## src/rtl/core_pkg.sv

```systemverilog
// core_pkg: opcode, state, writeback-select and halt-cause encodings for the multi-cycle core
package core_pkg;
    localparam logic [6:0] OP_LOAD   = 7'b0000011;
    localparam logic [6:0] OP_STORE  = 7'b0100011;
    localparam logic [6:0] OP_OP     = 7'b0110011;
    localparam logic [6:0] OP_IMM    = 7'b0010011;
    localparam logic [6:0] OP_BRANCH = 7'b1100011;
    localparam logic [6:0] OP_JAL    = 7'b1101111;
    localparam logic [6:0] OP_JALR   = 7'b1100111;
    localparam logic [6:0] OP_LUI    = 7'b0110111;
    localparam logic [6:0] OP_AUIPC  = 7'b0010111;

    typedef enum logic [2:0] {
        S_FETCH  = 3'd0,
        S_DECODE = 3'd1,
        S_EXEC   = 3'd2,
        S_MEM    = 3'd3,
        S_WB     = 3'd4,
        S_HALT   = 3'd5
    } state_t;

    localparam logic [1:0] WB_ALU  = 2'd0;
    localparam logic [1:0] WB_LOAD = 2'd1;
    localparam logic [1:0] WB_PC4  = 2'd2;

    localparam logic [1:0] HALT_NONE    = 2'd0;
    localparam logic [1:0] HALT_FINISH  = 2'd1;
    localparam logic [1:0] HALT_ILLEGAL = 2'd2;
    localparam logic [1:0] HALT_TIMEOUT = 2'd3;

    typedef struct packed {
        logic is_branch;
        logic is_mem;
        logic is_store;
        logic is_load;
        logic is_jump;
        logic writes_rd;
        logic illegal;
    } op_class_t;
endpackage

```

## src/rtl/multicycle_ctrl_if.sv

```systemverilog
// multicycle_ctrl_if: IR fields and datapath/memory strobes between the controller and the datapath
interface multicycle_ctrl_if;
    logic [6:0]  w_opcode;
    logic [4:0]  w_rd;
    logic        w_br_taken;
    logic        w_dmem_ack;
    logic        w_ir_we;
    logic        w_pc_we;
    logic        w_pc_sel;
    logic        w_rf_we;
    logic [1:0]  w_wb_sel;
    logic        w_dmem_req;
    logic        w_dmem_we;
    logic        w_halted;
    logic [1:0]  w_halt_cause;
    logic [2:0]  w_state;
    logic [31:0] w_cycles;
    logic [31:0] w_instret;

    modport master (
        input  w_opcode, w_rd, w_br_taken, w_dmem_ack,
        output w_ir_we, w_pc_we, w_pc_sel, w_rf_we, w_wb_sel, w_dmem_req, w_dmem_we,
               w_halted, w_halt_cause, w_state, w_cycles, w_instret
    );

    modport slave (
        output w_opcode, w_rd, w_br_taken, w_dmem_ack,
        input  w_ir_we, w_pc_we, w_pc_sel, w_rf_we, w_wb_sel, w_dmem_req, w_dmem_we,
               w_halted, w_halt_cause, w_state, w_cycles, w_instret
    );
endinterface

```

## src/rtl/multicycle_ctrl_opcode_class.sv

```systemverilog
// opcode_class: classifies an RV32I opcode into the groups the sequencer branches on
module opcode_class
    import core_pkg::*;
(
    input  logic [6:0] opcode,
    output op_class_t  cls
);
    logic br, ld, st, jmp, wr;

    assign br  = opcode == OP_BRANCH;
    assign ld  = opcode == OP_LOAD;
    assign st  = opcode == OP_STORE;
    assign jmp = (opcode == OP_JAL) || (opcode == OP_JALR);
    assign wr  = ld || jmp || (opcode == OP_OP) || (opcode == OP_IMM) ||
                 (opcode == OP_LUI) || (opcode == OP_AUIPC);
    assign cls = {br, ld || st, st, ld, jmp, wr, !(br || ld || st || wr)};
endmodule

```

## src/rtl/multicycle_ctrl.sv

```systemverilog
// multicycle_ctrl: FETCH/DECODE/EXEC/MEM/WB sequencer with halt detection and perf counters
module multicycle_ctrl
    import core_pkg::*;
#(
    parameter int MEM_TIMEOUT = 15,
    parameter int HALT_REG    = 30
) (
    input logic                w_clk,
    input logic                w_rst,
    multicycle_ctrl_if.master  bus
);
    localparam int TW = $clog2(MEM_TIMEOUT + 1);

    state_t      state_q, state_d;
    logic [1:0]  cause_q, cause_d;
    logic [TW-1:0] tmo_q, tmo_d;
    logic [31:0] cycles_q, cycles_d;
    logic [31:0] instret_q, instret_d;
    logic        pc_we;
    op_class_t   cls;

    opcode_class u_cls (.opcode(bus.w_opcode), .cls(cls));

    // State, halt cause, MEM wait counter and performance counters
    always_ff @(posedge w_clk or posedge w_rst) begin
        if (w_rst) begin
            state_q   <= S_FETCH;
            cause_q   <= HALT_NONE;
            tmo_q     <= '0;
            cycles_q  <= '0;
            instret_q <= '0;
        end else begin
            state_q   <= state_d;
            cause_q   <= cause_d;
            tmo_q     <= tmo_d;
            cycles_q  <= cycles_d;
            instret_q <= instret_d;
        end
    end

    // Next state; an ack in the last allowed MEM cycle takes priority over the timeout
    always_comb begin
        state_d = state_q;
        cause_d = cause_q;
        tmo_d   = tmo_q;
        case (state_q)
            S_FETCH:  state_d = S_DECODE;
            S_DECODE: state_d = S_EXEC;
            S_EXEC: begin
                if (cls.is_branch) begin
                    state_d = S_FETCH;
                end else if (cls.is_mem) begin
                    state_d = S_MEM;
                    tmo_d   = '0;
                end else if (cls.illegal) begin
                    state_d = S_HALT;
                    cause_d = HALT_ILLEGAL;
                end else begin
                    state_d = S_WB;
                end
            end
            S_MEM: begin
                if (bus.w_dmem_ack) begin
                    state_d = cls.is_store ? S_FETCH : S_WB;
                end else if (tmo_q == TW'(MEM_TIMEOUT - 1)) begin
                    state_d = S_HALT;
                    cause_d = HALT_TIMEOUT;
                end else begin
                    tmo_d = tmo_q + 1'b1;
                end
            end
            S_WB: begin
                state_d = (bus.w_rd == 5'(HALT_REG)) ? S_HALT : S_FETCH;
                cause_d = (bus.w_rd == 5'(HALT_REG)) ? HALT_FINISH : cause_q;
            end
            default: ;
        endcase
    end

    // Strobes decoded from the state, IR fields and datapath/memory inputs; counters advance
    always_comb begin
        pc_we = ((state_q == S_EXEC) && cls.is_branch) ||
                ((state_q == S_MEM) && bus.w_dmem_ack && cls.is_store) ||
                (state_q == S_WB);
        bus.w_ir_we      = state_q == S_DECODE;
        bus.w_pc_we      = pc_we;
        bus.w_pc_sel     = ((state_q == S_EXEC) && cls.is_branch && bus.w_br_taken) ||
                           ((state_q == S_WB) && cls.is_jump);
        bus.w_rf_we      = (state_q == S_WB) && cls.writes_rd && (bus.w_rd != 5'd0);
        bus.w_wb_sel     = (state_q != S_WB) ? WB_ALU :
                           cls.is_load ? WB_LOAD : cls.is_jump ? WB_PC4 : WB_ALU;
        bus.w_dmem_req   = state_q == S_MEM;
        bus.w_dmem_we    = (state_q == S_MEM) && cls.is_store;
        bus.w_halted     = state_q == S_HALT;
        bus.w_halt_cause = cause_q;
        bus.w_state      = state_q;
        bus.w_cycles     = cycles_q;
        bus.w_instret    = instret_q;
        cycles_d         = (state_q != S_HALT) ? cycles_q + 32'd1 : cycles_q;
        instret_d        = pc_we ? instret_q + 32'd1 : instret_q;
    end
endmodule
```

## src/flat_wrapper.sv

```systemverilog
// flat-port wrapper written by rule: the top's interface ports become plain ports
module multicycle_ctrl_flat import core_pkg::*;
#(
    parameter int MEM_TIMEOUT = 15,
    parameter int HALT_REG    = 30
)
  (w_clk, w_rst, bus_w_opcode, bus_w_rd, bus_w_br_taken, bus_w_dmem_ack, bus_w_ir_we, bus_w_pc_we, bus_w_pc_sel, bus_w_rf_we, bus_w_wb_sel, bus_w_dmem_req, bus_w_dmem_we, bus_w_halted, bus_w_halt_cause, bus_w_state, bus_w_cycles, bus_w_instret);
  multicycle_ctrl_if bus_i ();
  input logic w_clk;
  input logic w_rst;
  input wire logic [$bits(bus_i.w_opcode)-1:0] bus_w_opcode;
  input wire logic [$bits(bus_i.w_rd)-1:0] bus_w_rd;
  input wire logic [$bits(bus_i.w_br_taken)-1:0] bus_w_br_taken;
  input wire logic [$bits(bus_i.w_dmem_ack)-1:0] bus_w_dmem_ack;
  output wire logic [$bits(bus_i.w_ir_we)-1:0] bus_w_ir_we;
  output wire logic [$bits(bus_i.w_pc_we)-1:0] bus_w_pc_we;
  output wire logic [$bits(bus_i.w_pc_sel)-1:0] bus_w_pc_sel;
  output wire logic [$bits(bus_i.w_rf_we)-1:0] bus_w_rf_we;
  output wire logic [$bits(bus_i.w_wb_sel)-1:0] bus_w_wb_sel;
  output wire logic [$bits(bus_i.w_dmem_req)-1:0] bus_w_dmem_req;
  output wire logic [$bits(bus_i.w_dmem_we)-1:0] bus_w_dmem_we;
  output wire logic [$bits(bus_i.w_halted)-1:0] bus_w_halted;
  output wire logic [$bits(bus_i.w_halt_cause)-1:0] bus_w_halt_cause;
  output wire logic [$bits(bus_i.w_state)-1:0] bus_w_state;
  output wire logic [$bits(bus_i.w_cycles)-1:0] bus_w_cycles;
  output wire logic [$bits(bus_i.w_instret)-1:0] bus_w_instret;
  assign bus_i.w_opcode = bus_w_opcode;
  assign bus_i.w_rd = bus_w_rd;
  assign bus_i.w_br_taken = bus_w_br_taken;
  assign bus_i.w_dmem_ack = bus_w_dmem_ack;
  assign bus_w_ir_we = bus_i.w_ir_we;
  assign bus_w_pc_we = bus_i.w_pc_we;
  assign bus_w_pc_sel = bus_i.w_pc_sel;
  assign bus_w_rf_we = bus_i.w_rf_we;
  assign bus_w_wb_sel = bus_i.w_wb_sel;
  assign bus_w_dmem_req = bus_i.w_dmem_req;
  assign bus_w_dmem_we = bus_i.w_dmem_we;
  assign bus_w_halted = bus_i.w_halted;
  assign bus_w_halt_cause = bus_i.w_halt_cause;
  assign bus_w_state = bus_i.w_state;
  assign bus_w_cycles = bus_i.w_cycles;
  assign bus_w_instret = bus_i.w_instret;
  multicycle_ctrl #(.MEM_TIMEOUT(MEM_TIMEOUT), .HALT_REG(HALT_REG)) u_core (.w_clk(w_clk), .w_rst(w_rst), .bus(bus_i));
endmodule
```

## config.mk

```make
export PLATFORM = sky130hd
export DESIGN_NAME = multicycle_ctrl_flat
export DESIGN_NICKNAME = d
export VERILOG_FILES = /design/src/rtl/core_pkg.sv /design/src/rtl/multicycle_ctrl_if.sv /design/src/rtl/multicycle_ctrl_opcode_class.sv /design/src/rtl/multicycle_ctrl.sv /design/src/flat_wrapper.sv
export SDC_FILE = /design/constraint.sdc
export NUM_CORES = 1
export LEC_CHECK = 0
export ABC_AREA = 1
export ABC_CLOCK_PERIOD_IN_PS = 5000
export BUFFER_PORTS_ARGS = -buffer_cell sky130_fd_sc_hd__buf_4
export CORE_MARGIN = 5
export CORE_UTILIZATION = 62
export CTS_BUF_LIST = sky130_fd_sc_hd__clkbuf_8
export DETAILED_ROUTE_END_ITERATION = 10
export GPL_TIMING_DRIVEN = 0
export HOLD_SLACK_MARGIN = 0.12
export PLACE_DENSITY = 0.88
export SLEW_MARGIN = 5
export SYNTH_ARGS = -nofsm -noshare
export SYNTH_HDL_FRONTEND = slang
export SYNTH_SLANG_ARGS = --single-unit
```

## constraint.sdc

```tcl
create_clock -name w_clk -period 5 [get_ports w_clk]
set_clock_uncertainty 0.15 [all_clocks]
set_input_delay 1.5 -clock w_clk [delete_from_list [all_inputs] [get_ports w_clk]]
set_output_delay 1.5 -clock w_clk [all_outputs]
set_load 0.005 [all_outputs]
```

Word level (Yosys, flattened, before mapping)
Index checks and enable logic that the tools add are counted.
{"block": "word_totals", "ff_bits": 73, "out_inout_bits": 78, "inputBits": 16, "word_cells": 87}
{"block": "classes", "n_eq_ne": 27, "reduce_logical": 29, "addsub": 3, "n_mux": 23}
{"cell": "$add A32 B1 Y32 const B", "count": 2}
{"cell": "$eq A7 B6 Y1 const B", "count": 3}
{"cell": "$eq A7 B7 Y1 const B", "count": 3}
{"cell": "$mux W2", "count": 9}
{"cell": "$mux W3", "count": 6}
{"cell": "$mux W4", "count": 4}
{"cell": "$pmux W3 S5", "count": 1}
{"cell": "$eq A7 B5 Y1 const B", "count": 2}
{"cell": "$logic_or A1 B1 Y1", "count": 13}
{"cell": "$ne A2 B2 Y1 const B", "count": 5}
{"cell": "$reduce_bool A5 Y1", "count": 2}
{"cell": "$logic_and A1 B1 Y1", "count": 8}
{"cell": "$pmux W4 S2", "count": 1}
{"cell": "$eq A7 B2 Y1 const B", "count": 1}
{"cell": "$reduce_and A7 Y1", "count": 1}
{"cell": "$eq A3 B2 Y1 const B", "count": 2}
{"cell": "$eq A3 B3 Y1 const B", "count": 2}
{"cell": "$ne A2 B1 Y1 const B", "count": 3}
{"cell": "$ne A3 B3 Y1 const B", "count": 2}
{"cell": "$pmux W2 S3", "count": 1}
{"cell": "$eq A5 B5 Y1 const B", "count": 1}
{"cell": "$reduce_and A5 Y1", "count": 1}
{"cell": "$add A4 B1 Y4 const B", "count": 1}
{"cell": "$eq A4 B4 Y1 const B", "count": 1}
{"cell": "7 further kinds", "count": 7}

Depth between registers and ports, before layout
Gate-level depths: netlist (run 1).
{"block": "depth", "ltp_word": 12, "depth_mapped": 10}

Hierarchy
A second synthesis (run 1) with hierarchy kept.
{"block": "hier_totals", "cells_unflattened": 618, "hier_area_um2": 4459.3}
{"mod": "multicycle_ctrl", "area_each_um2": 4291.6, "seq_area_each_um2": 1826.8, "n_inst": 1, "cells_per_inst": 584}
{"mod": "opcode_class", "area_each_um2": 167.7, "seq_area_each_um2": 0.0, "n_inst": 1, "cells_per_inst": 34}

Least setup slack after synthesis (run 1)
OpenSTA, ideal clock, no wires.
{"block": "synth_path", "path_kind": "input -> output", "start": "in bus_w_opcode[4]", "end": "out bus_w_pc_we", "path_slack_ns": 1.115, "arrival_time_ns": 2.235, "path_buffers": 1, "cell_stages": 6, "path_cell_list": "inv_1 -> nand3_2 -> nor2_1 -> nand2_1 -> nand3_4 -> buf_4"}
{"block": "synth_via", "elab_chain_len": 4}
{"element": "from (decl)", "line_no": "flat_wrapper.sv:11", "rtl": "input wire logic [$bits(bus_i.w_opcode)-1:0] bus_w_opcode;"}
{"element": "$eq A7 B7 Y1 / $eq A7 B6 Y1 (equally long branches)", "line_no": "multicycle_ctrl_opcode_class.sv:10, multicycle_ctrl_opcode_class.sv:12"}
{"element": "$logic_and A1 B1 Y1, on equally long branches", "line_no": "multicycle_ctrl.sv:82, multicycle_ctrl.sv:83"}
{"element": "$logic_or A1 B1 Y1 (*)", "line_no": "multicycle_ctrl.sv:82", "rtl": "pc_we = ((state_q == S_EXEC) && cls.is_branch) ||"}
{"element": "$logic_or A1 B1 Y1 (*)", "line_no": "multicycle_ctrl.sv:83", "rtl": "((state_q == S_MEM) && bus.w_dmem_ack && cls.is_store) ||"}
{"element": "to (decl)", "line_no": "flat_wrapper.sv:16", "rtl": "output wire logic [$bits(bus_i.w_pc_we)-1:0] bus_w_pc_we;"}
Every way passes the cells marked *; elsewhere a longest branch is shown, timed or not.

Worst setup path after layout (run 1)
Same ends and word-level chain as after synthesis.

==> results.cfg, run 1 <==
[clock_tree]
h-tree-depth = 3
cts_tree = yes
hold_buffers = 0
ctsLongestPathBuffers = 2
cts_inserted_buffers = 9
cts-resized-gates = 0
postCtsSetupBuffers = 0
worstSkewPairLatency_ns = 0.36
clk_pin_slew_ns = 0.08
clock_sinks = 73
cts-root-buf = clkbuf_8

[timing]
fin_crit_ns = 4.33
finalWorstSetupSlack_ns = 0.670
max_slew_margin_pct = 74.1
hold_viol_final = 0
setup_viol = 0
rsz0062_at_grt = false
finalSetupTns_ns = 0
max_freq_mhz = 231
worstMarginPinSlew_ns = 0.386
finalMaxSlewViolations = 0
period_share_pct = 86.6

[floorplan]
dieArea_um2 = 9600
top_level_ports = 94
rows = 32
fp.coreArea_um2 = 7650
fp.dieH_um = 98.0
initial_core_util_pct = 62.7
die_w_um = 98.0

[final_layout]
diodes = 0
nets = 864
final_core_util_pct = 77.1
syn2layout_area_growth_pct = 22.9
drive_above_1_share_pct = 16.2

[worst_setup_path]
crit_path_max_fanout = 10
criticalPathCategory = input pin to output pin
cp_data_required_time_ns = 3.35
cp-end-kind = output pin
crit_path_start_kind = input pin
critPathArrivalTime_ns = 2.68

[synthesis]
synth-seq-area-share_pct = 38.1
synthMuxAreaShare_pct = 0
synth_cell_types = 28
synth.largest_area_cell = dfrtp_1
synth_top_family_by_area = simple AND/OR/NAND/NOR gates
yosys.area_share.simple_pct = 47.0
synth_flop_cell = dfrtp_1
yosysTopAreaCellShare_pct = 38.1
synth-edff-count = 0
synth-xor-area-share_pct = 4.75
synth_cells = 739
yosysWarnings = 0
ys_top_cells_by_count = 332 x nand2_1, 123 x nor2_1, 73 x dfrtp_1
syn_nets = 759
synth.cell_area_um2 = 4800
yosys-top-cells-area = dfrtp_1 38%, nand2_1 26%, nor2_1 9.6%, inv_1 5.0%, nand3b_1 4.1%
synth.ff_latch_count = 73
synth_fa_ha_area_share_pct = 1.04
synth-async-reset-ratio_pct = 100
yosysMostFrequentCell = nand2_1
synth_compound_area_share_pct = 2.16
avgSynthCellArea_um2 = 6.49

[global_route]
antenna_found_initial = 0
use_met1_pct = 34.4
grtUsageMet2_pct = 48.4
use_met3_pct = 4.71
grt_usage_pct = 28.4
grt_remaining_overflow = 0
grt_max_degree = 49
grt.busiest_layer = met2
grt_pass1_wl_mm = 22.6
grt_pass1_vias = 4966

[run_status]
status = complete, no violations

[min_path]
worstHoldPathType = flip-flop to flip-flop

[route]
dr.pass1.iters = 5
drt_first_iter_violations = 292
vias = 5090
viasPerCell = 5.36
wirelength_mm = 13.3
wire_per_inst_um = 14.0
drcViolationCount = 0
drtAntennaViolNets = 0

[power_and_ir_drop]
cellPowerDensity_nw_per_um2 = 203
ir_worst_vdd_mv = 0.264
leakage_nw = 2.98
clkPwrFrac_pct = 48.1
intPower_w = 0.000944
comb_power_share_pct = 2.7
seqPwrFrac_pct = 49.2
p_total_w = 0.00120
p_sw_share_pct = 21.2
p_switching_w = 0.000254

[place]
portBuffers = 93
pre_cts_ws_ns = 0.687
hpwl_mm = 10.0
place_congestion = 0.950

[flow_run]
maxCapViolCount = 0
-- worst max-delay path, stage by stage --
cell	delay (ns)
buf_4	0.12
inv_1	0.09
nand3_2	0.11
nor2_1	0.20
nand2_1	0.13
nand3_4	0.18
buf_4	0.22
buf_4	0.13
-- stage by stage --
step                instances  hold slack, ns  cell area (um2)
floorplan                 739           0.315             4800
global placement          934           0.311             5620
detailed placement        935           0.328             5650
CTS                       950           0.346             5890
global route              950           0.372             5890
finish                    950           0.345             5890
-- cell usage in the layout, fill, tap and decap left out --
cell | Yosys | final
nand2_1 | 332 | 332
nor2_1 | 123 | 123
buf_4 | 1 | 94
dfrtp_1 | 73 | 73
inv_1 | 64 | 63
nand3_1 | 32 | 32
nand3b_1 | 26 | 26
xor2_1 | 14 | 14
o21ai_0 | 13 | 13
xnor2_1 | 12 | 12
clkbuf_8 | 0 | 10
nand4_1 | 8 | 8
inv_2 | 5 | 5
nor2_2 | 5 | 5
nor3_1 | 4 | 4
buf_6 | 4 | 4
ha_1 | 4 | 4
nor2_4 | 3 | 3
buf_2 | 3 | 3
bufinv_16 | 0 | 3
nand3_2 | 2 | 2
inv_4 | 1 | 2
a21oi_1 | 2 | 2
o211ai_1 | 2 | 2
nor3b_1 | 1 | 1
nor4_1 | 1 | 1
nand3_4 | 1 | 1
o21ai_1 | 1 | 1
a31o_2 | 1 | 1
nand2_2 | 1 | 1
clkinv_4 | 0 | 1
clkinv_2 | 0 | 1
buf_16 | 0 | 1
-- kinds of logic after synthesis --
kind of cell	count (synthesis)
fa+ha+maj	4
simple gates	539
xor+xnor	26
flops	73
compound gates	19
buf+inv	78
-- final cells by class --
type	count	area, um2
multi-input combinational	588	2640
sequential	73	1830
fill	610	1750
timing repair buffer	94	726
inverter	70	268
clock buffer	10	138
tap	102	128
clock inverter	5	104
buffer	8	67.6
-- registers in the layout, indices dropped and copies added (netlist names) --
register                 flops
u_core.bus.w_state           3
u_core.bus.w_halt_cause      2
u_core.bus.w_instret        32
u_core.tmo_q                 4
u_core.bus.w_cycles         32
-- worst paths after layout --
check                                                       start                                     end  slack, ns  cells after the start
max                                               bus_w_opcode[4]                             bus_w_pc_we       0.67                      8
min                        u_core.bus.w_halt_cause[1]$_DFFE_PP0P_  u_core.bus.w_halt_cause[1]$_DFFE_PP0P_       0.34                      2
max reg2reg                   u_core.bus.w_instret[0]$_DFFE_PP0P_    u_core.bus.w_instret[18]$_DFFE_PP0P_       3.02                      8
min reg2reg                u_core.bus.w_halt_cause[1]$_DFFE_PP0P_  u_core.bus.w_halt_cause[1]$_DFFE_PP0P_       0.34                      2
max in group asynchronous                                   w_rst     u_core.bus.w_cycles[16]$_DFFE_PP0N_       3.18                      3
min in group asynchronous                                   w_rst     u_core.bus.w_instret[1]$_DFFE_PP0P_       0.98                      2
-- power groups by stage --
stage / clock network [W] / registers [W] / logic (W)
global route: 0.000608 / 0.000590 / 0.0000368
global placement: 0 / 0.000602 / 0.0000284
finish: 0.000577 / 0.000590 / 0.0000320
detailed placement: 0 / 0.000602 / 0.0000326
CTS: 0.000580 / 0.000590 / 0.0000328
floorplan: 0 / 0.000602 / 0.0000140
-- routing by layer --
layer,vias to the layer above,share of wire (%)
met1,2332,38
li1,2489,-
met2,229,50
met5,-,0
met4,0,4.2
met3,40,7.8
(Power assumes the default switching activity.)
==> run 2: changes to the inputs <==
--- a/config.mk
+++ b/config.mk
@@ -5,11 +5,10 @@
 export SDC_FILE = /design/constraint.sdc
 export NUM_CORES = 1
 export LEC_CHECK = 0
-export ABC_AREA = 1
 export ABC_CLOCK_PERIOD_IN_PS = 5000
 export BUFFER_PORTS_ARGS = -buffer_cell sky130_fd_sc_hd__buf_4
-export CORE_MARGIN = 5
-export CORE_UTILIZATION = 62
+export CORE_MARGIN = 4
+export CORE_UTILIZATION = 59
 export CTS_BUF_LIST = sky130_fd_sc_hd__clkbuf_8
 export DETAILED_ROUTE_END_ITERATION = 10
 export GPL_TIMING_DRIVEN = 0
==> results.cfg, run 2 <==
[final_layout]
fillers = 414
syn2layout_area_growth_pct = 27.9
drive_above_1_share_pct = 28.3
fin_area_um2 = 4560
final_core_util_pct = 77.6
final_cell_mix = 92 x buf_4, 73 x dfrtp_1, 46 x xnor2_1
diodes = 0
final_common_cell = buf_4
nets = 462

[timing]
finalSetupTns_ns = 0
hold_viol_final = 0
rsz0062_at_grt = false
max_freq_mhz = 225
fin_crit_ns = 4.45
max_slew_margin_pct = 25.3
setup_viol = 0
worstMarginPinSlew_ns = 1.11
period_share_pct = 89.0
finalMaxSlewViolations = 0

[floorplan]
rows = 28
dieArea_um2 = 7360
fp.dieH_um = 85.8
fp.coreArea_um2 = 5890
top_level_ports = 94
die_w_um = 85.8
initial_core_util_pct = 60.6

[route]
wirelength_mm = 8.24
drcViolationCount = 0
vias = 2897
viasPerCell = 5.56
dr.pass1.iters = 4
drt_first_iter_violations = 113
wire_per_inst_um = 15.8
drtAntennaViolNets = 0

[worst_setup_path]
cp-end-kind = output pin
crit_path_max_fanout = 5
crit_path_start_kind = input pin
critPathArrivalTime_ns = 2.80
cp_data_required_time_ns = 3.35
criticalPathCategory = input pin to output pin

[global_route]
grt_usage_pct = 24.2
grt_max_degree = 68
grt_pass1_wl_mm = 13.9
grt_pass1_vias = 2902
grt_remaining_overflow = 0
antenna_found_initial = 0

[clock_tree]
h-tree-depth = 3
cts_inserted_buffers = 9
clock_sinks = 73
ctsLongestPathBuffers = 2
cts-resized-gates = 0
worstSkewPairLatency_ns = 0.35
postCtsSetupBuffers = 0
clk_pin_slew_ns = 0.07
cts-root-buf = clkbuf_8
hold_buffers = 0
cts_tree = yes

[synthesis]
avgSynthCellArea_um2 = 10.6
synth_cell_types = 48
syn_nets = 358
yosysTopAreaCellShare_pct = 51.2
synth.ff_latch_count = 73
yosysMostFrequentCell = dfrtp_1
synth-edff-count = 0
synth_cells = 338
ys_top_cells_by_count = 73 x dfrtp_1, 46 x xnor2_1, 36 x nand2_1
synth.largest_area_cell = dfrtp_1
synth.cell_area_um2 = 3570
yosys-top-cells-area = dfrtp_1 51%, xnor2_1 11%, xor2_1 4.2%, nand2_1 3.8%, nand4_1 3.3%
yosysWarnings = 0
synth_flop_cell = dfrtp_1
synth-seq-area-share_pct = 51.2
synth-async-reset-ratio_pct = 100

[place]
place_congestion = 0.853
portBuffers = 92
placed_cell_area_um2 = 4380
hpwl_mm = 6.10

[flow_run]
maxCapViolCount = 0

[run_status]
status = complete, no violations

[power_and_ir_drop]
cellPowerDensity_nw_per_um2 = 357
ir_worst_vdd_mv = 0.267
leakage_nw = 2.19

[min_path]
worstHoldPathType = flip-flop to flip-flop
run 2: stage by stage:
stage          setup slack (ns)  hold slack [ns]  total power, W  instances
6_report                  0.548            0.330         0.00163        521
4_1_cts                   0.549            0.333         0.00165        521
5_1_grt                   0.433            0.354         0.00173        521
3_3_place_gp              0.570            0.311         0.00119        505
3_5_place_dp              0.556            0.319         0.00122        506
2_1_floorplan             0.835            0.318         0.00101        338
run 2: area by class of cell:
| cell class | count | area, um2 | share of cell area, % |
|---|---|---|---|
| tap | 75 | 93.8 | 2.06 |
| sequential | 73 | 1830 | 40.0 |
| inverter | 10 | 40.0 | 0.877 |
| clock inverter | 3 | 16.3 | 0.356 |
| timing repair buffer | 93 | 718 | 15.7 |
| buffer | 7 | 35.0 | 0.768 |
| multi-input combinational | 248 | 1670 | 36.6 |
| clock buffer | 12 | 165 | 3.62 |
run 2: worst paths after layout:
kind	to	cells after the start	start	slack [ns]
max	bus_w_pc_we	5	bus_w_opcode[3]	0.55
min	u_core.bus.w_cycles[31]$_DFFE_PP0N_	1	u_core.bus.w_cycles[31]$_DFFE_PP0N_	0.33
max reg2reg	u_core.bus.w_instret[27]$_DFFE_PP0P_	6	u_core.bus.w_state[2]$_DFFE_PP0P_	2.45
min reg2reg	u_core.bus.w_cycles[31]$_DFFE_PP0N_	1	u_core.bus.w_cycles[31]$_DFFE_PP0N_	0.33
max in group asynchronous	u_core.bus.w_instret[12]$_DFFE_PP0P_	3	w_rst	3.30
min in group asynchronous	u_core.bus.w_instret[16]$_DFFE_PP0P_	2	w_rst	0.88
run 2: report_power, final:
group	internal [W]	leakage (nW)	switching, W
logic	0.000226	1.12	0.000213
clock network	0.000215	0.0957	0.000206
registers	0.000668	0.974	0.000102
total	0.00111	2.19	0.000521
run 2: critical path, cell delays in order:
cell and delay (ns):
buf_4 0.12, or3b_1 0.39, a2111o_1 0.42, nand2_1 0.22
buf_4 0.15
run 2: logic make-up (layout without fill, tap and decap cells):
family,Yosys count,count (layout),share of synthesized area (%)
AND/OR/NAND/NOR,153,153,22.6
flip-flops,73,73,51.2
XOR/XNOR,64,64,15.9
AO/OA/AOI/OAI,23,23,5.58
buffers and inverters,17,125,2.03
adder cells (fa/ha/maj),4,4,1.40
multiplexers,4,4,1.26
run 2: metal layers:
layer	track usage (%)	up-vias	wire (um)
li1	-	1374	-
met1	29.2	1428	3300
met2	41.7	81	4370
met3	5.96	14	447
met4	9.35	0	125
met5	0	-	0
